**src/rtl/alu_arb_if.sv**
```systemverilog
// Request, ALU and response signal bundle for alu_issue_arbiter.
// slave is the arbiter's view; master is the requester/ALU/consumer environment view.
`ifndef WIDTH
`define WIDTH 32
`endif

interface alu_arb_if #(
  parameter int WIDTH = `WIDTH,
  parameter int OPW   = 5
) ();
  logic             req0_valid;
  logic             req0_ready;
  logic [OPW-1:0]   req0_opcode;
  logic [WIDTH-1:0] req0_data_a;
  logic [WIDTH-1:0] req0_data_b;
  logic             req1_valid;
  logic             req1_ready;
  logic [OPW-1:0]   req1_opcode;
  logic [WIDTH-1:0] req1_data_a;
  logic [WIDTH-1:0] req1_data_b;
  logic [OPW-1:0]   alu_opcode;
  logic [WIDTH-1:0] alu_data_a;
  logic [WIDTH-1:0] alu_data_b;
  logic [WIDTH-1:0] alu_data_z;
  logic             rsp_valid;
  logic             rsp_ready;
  logic [WIDTH-1:0] rsp_data_z;
  logic             rsp_id;

  modport slave (
    input  req0_valid, req0_opcode, req0_data_a, req0_data_b,
    input  req1_valid, req1_opcode, req1_data_a, req1_data_b,
    input  alu_data_z, rsp_ready,
    output req0_ready, req1_ready,
    output alu_opcode, alu_data_a, alu_data_b,
    output rsp_valid, rsp_data_z, rsp_id
  );

  modport master (
    output req0_valid, req0_opcode, req0_data_a, req0_data_b,
    output req1_valid, req1_opcode, req1_data_a, req1_data_b,
    output alu_data_z, rsp_ready,
    input  req0_ready, req1_ready,
    input  alu_opcode, alu_data_a, alu_data_b,
    input  rsp_valid, rsp_data_z, rsp_id
  );
endinterface

```
**src/rtl/alu_issue_arbiter.sv**
```systemverilog
// Round-robin issue of two requesters onto one shared combinational ALU, with
// registered issue (s1) and response (s2) stages. Optional ALU_ARB_MPY_MULTICYCLE_EN.
`ifndef WIDTH
`define WIDTH 32
`endif
`ifndef MPY
`define MPY 5'h02
`endif

module alu_issue_arbiter #(
  parameter int WIDTH = `WIDTH,
  parameter int OPW   = 5
) (
  input logic     clk,
  input logic     rst_n,
  alu_arb_if.slave bus
);
  logic [OPW-1:0]   opcode_p1;
  logic [WIDTH-1:0] data_a_p1;
  logic [WIDTH-1:0] data_b_p1;
  logic             id_p1;
  logic             vld_p1;
  logic [WIDTH-1:0] data_z_p2;
  logic             id_p2;
  logic             vld_p2;
  logic             last_grant;

  logic             grant0, grant1;
  logic             accept0, accept1, accept;
  logic             s1_done, s1_adv, s1_open, s2_open;
  logic [OPW-1:0]   acc_opcode;
  logic [WIDTH-1:0] acc_data_a;
  logic [WIDTH-1:0] acc_data_b;

  // p0: arbitration and handshake
  always_comb begin
    s2_open = !vld_p2 || bus.rsp_ready;
    s1_adv  = vld_p1 && s2_open && s1_done;
    s1_open = !vld_p1 || s1_adv;
    grant0  = bus.req0_valid && (!bus.req1_valid || last_grant);
    grant1  = bus.req1_valid && !grant0;
    accept0 = grant0 && s1_open;
    accept1 = grant1 && s1_open;
    accept  = accept0 || accept1;
    acc_opcode = bus.req0_opcode;
    acc_data_a = bus.req0_data_a;
    acc_data_b = bus.req0_data_b;
    if (accept1) begin
      acc_opcode = bus.req1_opcode;
      acc_data_a = bus.req1_data_a;
      acc_data_b = bus.req1_data_b;
    end
  end

  assign bus.req0_ready = accept0;
  assign bus.req1_ready = accept1;

`ifdef ALU_ARB_MPY_MULTICYCLE_EN
  // Multiplies hold s1 one extra cycle so the multiplier is a 2-cycle path.
  logic mpy_cnt_p1;
  always_ff @(posedge clk or negedge rst_n) begin
    if (!rst_n)      mpy_cnt_p1 <= 1'b0;
    else if (accept) mpy_cnt_p1 <= (acc_opcode == OPW'(`MPY));
    else             mpy_cnt_p1 <= 1'b0;
  end
  assign s1_done = !mpy_cnt_p1;
`else
  assign s1_done = 1'b1;
`endif

  // p1: issue register driving the ALU
  always_ff @(posedge clk or negedge rst_n) begin
    if (!rst_n) begin
      opcode_p1  <= '0;
      data_a_p1  <= '0;
      data_b_p1  <= '0;
      id_p1      <= 1'b0;
      vld_p1     <= 1'b0;
      last_grant <= 1'b1;
    end else if (accept) begin
      opcode_p1  <= acc_opcode;
      data_a_p1  <= acc_data_a;
      data_b_p1  <= acc_data_b;
      id_p1      <= accept1;
      vld_p1     <= 1'b1;
      last_grant <= accept1;
    end else if (s1_adv) begin
      vld_p1     <= 1'b0;
    end
  end

  assign bus.alu_opcode = opcode_p1;
  assign bus.alu_data_a = data_a_p1;
  assign bus.alu_data_b = data_b_p1;

  // p2: response register
  always_ff @(posedge clk or negedge rst_n) begin
    if (!rst_n) begin
      data_z_p2 <= '0;
      id_p2     <= 1'b0;
      vld_p2    <= 1'b0;
    end else if (s1_adv) begin
      data_z_p2 <= bus.alu_data_z;
      id_p2     <= id_p1;
      vld_p2    <= 1'b1;
    end else if (bus.rsp_ready) begin
      vld_p2    <= 1'b0;
    end
  end

  assign bus.rsp_valid  = vld_p2;
  assign bus.rsp_data_z = data_z_p2;
  assign bus.rsp_id     = id_p2;
endmodule
```
**src/flat_wrapper.sv**
```systemverilog
// flat-port wrapper written by rule: the top's interface ports become plain ports
module alu_issue_arbiter_flat 
#(
  parameter int WIDTH = `WIDTH,
  parameter int OPW   = 5
)
  (clk, rst_n, bus_req0_valid, bus_req0_opcode, bus_req0_data_a, bus_req0_data_b, bus_req1_valid, bus_req1_opcode, bus_req1_data_a, bus_req1_data_b, bus_alu_data_z, bus_rsp_ready, bus_req0_ready, bus_req1_ready, bus_alu_opcode, bus_alu_data_a, bus_alu_data_b, bus_rsp_valid, bus_rsp_data_z, bus_rsp_id);
  alu_arb_if #(.WIDTH(WIDTH), .OPW(OPW)) bus_i ();
  input logic clk;
  input logic rst_n;
  input wire logic [$bits(bus_i.req0_valid)-1:0] bus_req0_valid;
  input wire logic [$bits(bus_i.req0_opcode)-1:0] bus_req0_opcode;
  input wire logic [$bits(bus_i.req0_data_a)-1:0] bus_req0_data_a;
  input wire logic [$bits(bus_i.req0_data_b)-1:0] bus_req0_data_b;
  input wire logic [$bits(bus_i.req1_valid)-1:0] bus_req1_valid;
  input wire logic [$bits(bus_i.req1_opcode)-1:0] bus_req1_opcode;
  input wire logic [$bits(bus_i.req1_data_a)-1:0] bus_req1_data_a;
  input wire logic [$bits(bus_i.req1_data_b)-1:0] bus_req1_data_b;
  input wire logic [$bits(bus_i.alu_data_z)-1:0] bus_alu_data_z;
  input wire logic [$bits(bus_i.rsp_ready)-1:0] bus_rsp_ready;
  output wire logic [$bits(bus_i.req0_ready)-1:0] bus_req0_ready;
  output wire logic [$bits(bus_i.req1_ready)-1:0] bus_req1_ready;
  output wire logic [$bits(bus_i.alu_opcode)-1:0] bus_alu_opcode;
  output wire logic [$bits(bus_i.alu_data_a)-1:0] bus_alu_data_a;
  output wire logic [$bits(bus_i.alu_data_b)-1:0] bus_alu_data_b;
  output wire logic [$bits(bus_i.rsp_valid)-1:0] bus_rsp_valid;
  output wire logic [$bits(bus_i.rsp_data_z)-1:0] bus_rsp_data_z;
  output wire logic [$bits(bus_i.rsp_id)-1:0] bus_rsp_id;
  assign bus_i.req0_valid = bus_req0_valid;
  assign bus_i.req0_opcode = bus_req0_opcode;
  assign bus_i.req0_data_a = bus_req0_data_a;
  assign bus_i.req0_data_b = bus_req0_data_b;
  assign bus_i.req1_valid = bus_req1_valid;
  assign bus_i.req1_opcode = bus_req1_opcode;
  assign bus_i.req1_data_a = bus_req1_data_a;
  assign bus_i.req1_data_b = bus_req1_data_b;
  assign bus_i.alu_data_z = bus_alu_data_z;
  assign bus_i.rsp_ready = bus_rsp_ready;
  assign bus_req0_ready = bus_i.req0_ready;
  assign bus_req1_ready = bus_i.req1_ready;
  assign bus_alu_opcode = bus_i.alu_opcode;
  assign bus_alu_data_a = bus_i.alu_data_a;
  assign bus_alu_data_b = bus_i.alu_data_b;
  assign bus_rsp_valid = bus_i.rsp_valid;
  assign bus_rsp_data_z = bus_i.rsp_data_z;
  assign bus_rsp_id = bus_i.rsp_id;
  alu_issue_arbiter #(.WIDTH(WIDTH), .OPW(OPW)) u_core (.clk(clk), .rst_n(rst_n), .bus(bus_i));
endmodule
```
**config.mk**
```make
export PLATFORM = sky130hd
export DESIGN_NAME = alu_issue_arbiter_flat
export DESIGN_NICKNAME = d
export VERILOG_FILES = /design/src/rtl/alu_arb_if.sv /design/src/rtl/alu_issue_arbiter.sv /design/src/flat_wrapper.sv
export SDC_FILE = /design/constraint.sdc
export NUM_CORES = 1
export LEC_CHECK = 0
export CAP_MARGIN = 20
export CORE_MARGIN = 2
export CORE_UTILIZATION = 33
export DETAILED_ROUTE_END_ITERATION = 10
export GPL_TIMING_DRIVEN = 1
export PLACE_DENSITY = 0.8
export SLEW_MARGIN = 15
export SYNTH_ARGS = -nofsm -noshare
export SYNTH_HDL_FRONTEND = slang
export SYNTH_SLANG_ARGS = --single-unit
export TNS_END_PERCENT = 50
```
**constraint.sdc**
```tcl
create_clock -name clk -period 1.36 [get_ports clk]
set_input_delay 0.272 -clock clk [delete_from_list [all_inputs] [get_ports clk]]
set_output_delay 0.272 -clock clk [all_outputs]
set_load 0.01 [all_outputs]
```
# Yosys cells after proc, flatten, opt, wreduce, memory -nomap -nowiden
# Cells that the tools add are included.
dict set report word_totals {
  reg_bits 106
}
dict set report op_classes {
  reduce_logical 15
  n_mux 7
}
# operator n
set ops {}
lappend ops {{two-way mux 32 bit} 2}
lappend ops {{logical AND 1 bit} 5}
lappend ops {{two-way mux 5 bit} 1}
lappend ops {{logical NOT 1 bit} 4}
lappend ops {{logical OR 1 bit} 4}
lappend ops {{two-way mux 1 bit} 4}
lappend ops {{nonzero test 2 bit} 2}

# Logic depth before layout (Yosys ltp)
dict set report depth {
  word_depth 8
  mapped_depth 5
  mapped_depth_nobuf 3
}

# Worst setup path after synthesis
# Ideal clock, no wire load.
dict set report synth_timing {
  kind {register -> register}
  start {register u_core.vld_p2 (netlist: u_core.bus.rsp_valid)}
  end {register u_core.data_b_p1[23] (netlist: u_core.bus.alu_data_b[23])}
  period_less_slack_ns 1.441
  slack_ns -0.081
  t_arrival_ns 1.315
  required_time_ns 1.234
  stages_incl_launch_ff 6
  n_path_buf 2
  cell_sequence {dfrtp_1 nand3b_1 and3_1 buf_6 buf_6 a221o_1}
}
dict set report synth_between {
  elab_chain_cells 6
  word_cells_on_any_way 8
  cone_classes {mux (1); reduce/logical (7)}
}
# element line_no
set synth_rtl {}
lappend synth_rtl {{start, declared} alu_issue_arbiter.sv:25} ;# logic vld_p2;
lappend synth_rtl {{start signal, assigned} alu_issue_arbiter.sv:101} ;# vld_p2 <= 1'b0;
lappend synth_rtl {{start signal, assigned} alu_issue_arbiter.sv:105} ;# vld_p2 <= 1'b1;
lappend synth_rtl {{start signal, assigned} alu_issue_arbiter.sv:107} ;# vld_p2 <= 1'b0;
lappend synth_rtl {{logical NOT 1 bit} alu_issue_arbiter.sv:37} ;# s2_open = !vld_p2 || bus.rsp_ready;
lappend synth_rtl {{logical OR 1 bit} alu_issue_arbiter.sv:37}
lappend synth_rtl {{logical AND 1 bit} alu_issue_arbiter.sv:38} ;# s1_adv = vld_p1 && s2_open && s1_done;
lappend synth_rtl {{logical OR 1 bit} alu_issue_arbiter.sv:39} ;# s1_open = !vld_p1 || s1_adv;
lappend synth_rtl {{logical AND 1 bit} alu_issue_arbiter.sv:42} ;# accept0 = grant0 && s1_open;
lappend synth_rtl {{net bus_req0_ready} flat_wrapper.sv:21} ;# output wire logic [$bits(bus_i.req0_ready)-1:0] bus_req0_ready;
lappend synth_rtl {{logical OR 1 bit} alu_issue_arbiter.sv:44} ;# accept = accept0 || accept1;
lappend synth_rtl {{end signal, assigned} alu_issue_arbiter.sv:83} ;# data_b_p1 <= acc_data_b;
lappend synth_rtl {{end, declared} alu_issue_arbiter.sv:20} ;# logic [WIDTH-1:0] data_b_p1;
# The timed path passes the listed nets, and every way through them passes these cells.
# A chain may end at the register's enable or synchronous reset.

# Worst setup path after layout
dict set report layout_timing {
  start {register u_core.vld_p2 (netlist: u_core.bus.rsp_valid)}
  end {output bus_req0_ready}
}
dict set report layout_between {
  elab_chain_cells 5
}
# element line_no
set layout_rtl {}
lappend layout_rtl {{logical NOT 1 bit} alu_issue_arbiter.sv:37}
lappend layout_rtl {{logical OR 1 bit} alu_issue_arbiter.sv:37}
lappend layout_rtl {{logical AND 1 bit} alu_issue_arbiter.sv:38}
lappend layout_rtl {{logical OR 1 bit} alu_issue_arbiter.sv:39}
lappend layout_rtl {{logical AND 1 bit} alu_issue_arbiter.sv:42}
lappend layout_rtl {{end, declared} flat_wrapper.sv:21}
# Every way passes these cells.

==> flow_metrics.py <==
metrics = {
    "setup_path": {
        "crit_fanout": 3,
        "critical_path_class": "reg -> out",
        "rr_worst_depth": 7,
        "r2r_slack_ns": -0.21,
        "r2r_end": "u_core.bus.alu_data_b[17]$_DFFE_PN0P_",
        "cp_slowest_stage_delay_ns": 0.38,
        "cp_cell_sequence": "nand3b_1 -> buf_6 -> and3_4 -> buf_6",
        "cp-start-kind": "flip-flop",
        "cpMaxStageDelayCell": "dfrtp_1",
        "cp_common_cell": "buf_6",
        "required_ns": 1.09,
        "cp_data_arrival_time_ns": 1.33,
        "regToRegStartpoint": "u_core.bus.rsp_valid$_DFFE_PN0P_",
        "endpoint_kind": "primary output",
    },
    "sta": {
        "hold_ws_ns": 0.296,
        "clock.fmax_ghz": 0.626,
        "period_share": 1.17,
        "setup_viol": 71,
        "slew_headroom": 0.801,
        "final.setup.tns_ns": -12.85,
        "tightestPinTransition_ns": 0.298,
        "slew_viol_final": 0,
        "min_period_ns": 1.60,
        "hold_viol": 0,
        "rsz0062_at_grt": "true",
        "layout_setup_ws_ns": -0.237,
        "clock_skew_ns": 0.0123,
    },
    "cells_and_area": {
        "fin_util": 0.620,
        "area_growth_pct": 84.0,
        "fin_nets": 797,
        "multi_input_area_mm2": 0.00163,
        "final_layout_size_suffix_gt1_frac": 0.152,
        "diodes": 0,
        "final_common_cell": "clkdlybuf4s50_1",
        "final_cell_area_mm2": 0.00817,
        "nFillCells": 1017,
        "regArea_mm2": 0.00265,
        "layout_common_cells": "171 x clkdlybuf4s50_1, 105 x dfrtp_1, 68 x and3_1, 68 x a221o_1, 65 x dlygate4sd2_1",
    },
    "synth": {
        "syn_nets": 503,
        "ys_seq_elements": 106,
        "ys_seq_area_frac": 0.597,
        "syn_inst": 328,
        "netlist_top_cells_area": "dfrtp_1 59%, a221o_1 15%, and3_1 9.7%",
        "yosysTopAreaCell": "dfrtp_1",
        "yosysWarnings": 0,
        "synth.distinct_cells": 20,
        "synth_area_per_cell_um2": 13.5,
        "syn-cell-area_mm2": 0.00444,
        "synth_top_area_frac": 0.592,
    },
    "job": {
        "maxCapViolations": 0,
    },
    "clock_tree": {
        "clock_latency_ns": 0.34,
        "clockRootBuffer": "clkbuf_16",
        "cts_tree": "built",
        "cts_max_level": 3,
        "cts.sinks": 106,
        "path_clk_slew_ns": 0.06,
        "cts_inserted_buffers": 9,
        "cts.path.max_buffers": 2,
    },
    "min_path": {
        "hp-class": "in -> reg",
        "min_path_cells": 3,
        "min_from": "bus_rsp_ready",
        "hold_end": "u_core.bus.rsp_valid$_DFFE_PN0P_",
    },
    "detailed_routing": {
        "drt_iter0_markers": 307,
        "vias": 4178,
        "ant_nets": 0,
        "drt-total-wl_um": 15900,
        "wl_per_cell_um": 19.8,
        "dr.pass1.iters": 5,
        "routed_via_density": 5.20,
        "drc_errors": 0,
    },
    "die": {
        "coreArea_mm2": 0.0132,
        "die-area_mm2": 0.0144,
        "io_pins": 280,
        "die_x_um": 120,
        "rows": 42,
        "die_h_um": 120,
        "start_util": 0.337,
    },
    "power": {
        "power_density_mw_per_mm2": 1190,
        "ir_worst_vdd_uv": 514,
        "power.leakage_uw": 0.00411,
    },
    "run_status": {
        "violations": "negative setup slack",
        "outcome": "finished with violations",
    },
    "placed_design": {
        "place_congestion": 0.760,
        "place_area_mm2": 0.00747,
        "place.detailed.hpwl_um": 10400,
        "io_buffers": 279,
    },
    "grt": {
        "grt_use_total": 0.195,
        "grt_max_degree": 55,
        "grt_pass1_wl_um": 22000,
        "grt_overflow_total": 0,
        "grt_pass1_vias": 4195,
        "antenna_found_initial": 0,
    },
}
## repair_timing
item / in CTS / in global routing
cloned: 0 / 11
setup buffers: 1 / 7
endpoints found under the hold margin: 105 / 0
pin swaps: 0 / 4
hold buffers: 1 / 0
gates resized for setup: 85 / 53
setup endpoints to repair: 176 / 145
## area by class of cell
type	instances	area share
well taps	176	0.0269
inverters	1	0.000459
repair buffers	316	0.409
flip-flops and latches	106	0.325
clock inverters	6	0.0110
multi-input cells	188	0.200
clock buffers	10	0.0280
## synth_stat cells (all sizes together)
cell,count
clkbuf,19
nand3b,2
and3,69
a21boi,1
a21oi,2
inv,1
dfstp,1
a221o,68
nor2,3
a31oi,1
and2,1
and4,1
nand2,2
mux2,33
buf,14
o31a,1
dfrtp,105
nand2b,3
o21ai,1
## sequential cells by signal, summed over array words and instances (netlist names)
name                   count
u_core.bus.alu_data_a     32
u_core.bus.alu_data_b     32
u_core.bus.rsp_data_z     32
u_core.bus.alu_opcode      5
u_core.bus.rsp_id          1
u_core.bus.rsp_valid       1
u_core.id_p1               1
u_core.last_grant          1
u_core.vld_p1              1
## cell families after synthesis
| group | count (synthesis) | share of synthesized area |
|---|---|---|
| simple gates | 81 | 0.112 |
| compound gates | 74 | 0.163 |
| buf+inv | 34 | 0.0439 |
| mux | 33 | 0.0837 |
| flops | 106 | 0.597 |
## worst max-delay path by stage
stage,startpoint,endpoint,slack (ns),depth (start not counted)
final,u_core.bus.rsp_valid$_DFFE_PN0P_,bus_req0_ready,-0.24,4
after global routing,u_core.bus.rsp_valid$_DFFE_PN0P_,bus_req0_ready,-0.31,4
after CTS,u_core.last_grant$_DFFE_PN1P_,bus_req1_ready,-0.24,4
after detailed placement,bus_rsp_ready,u_core.bus.alu_data_b[28]$_DFFE_PN0P_,-0.68,6
after global placement,bus_rsp_ready,u_core.bus.alu_data_b[20]$_DFFE_PN0P_,-0.63,6
after floorplan,u_core.bus.rsp_valid$_DFFE_PN0P_,u_core.bus.alu_data_b[10]$_DFFE_PN0P_,-0.07,5
## layer usage
layer / global-route usage / part of all wire / vias to the layer above
met5: 0 / 0 / -
met4: 0.0691 / 0.014 / 0
met3: 0.0413 / 0.076 / 21
met2: 0.330 / 0.50 / 241
met1: 0.245 / 0.41 / 2046
li1: - / - / 1870
## where the power goes
| group | internal (µW) | leakage, µW | switching, µW |
|---|---|---|---|
| clock network | 1620 | 0.000153 | 1170 |
| logic | 1740 | 0.00269 | 1170 |
| registers | 3680 | 0.00127 | 308 |
## per-stage QoR
stage / std cells / power [µW] / setup slack (ns)
floorplan: 328 / 5090 / -0.0660
global placement: 767 / 6920 / -0.629
detailed placement: 767 / 7000 / -0.679
CTS: 785 / 9570 / -0.245
global route: 803 / 10100 / -0.305
finish: 803 / 9690 / -0.237
## critical path, delay by kind of cell, from the launching register on
kind	cells	cell delay, ns
flops	1	0.38
simple gates	2	0.37
buf+inv	2	0.25
(Power assumes the default switching activity.)
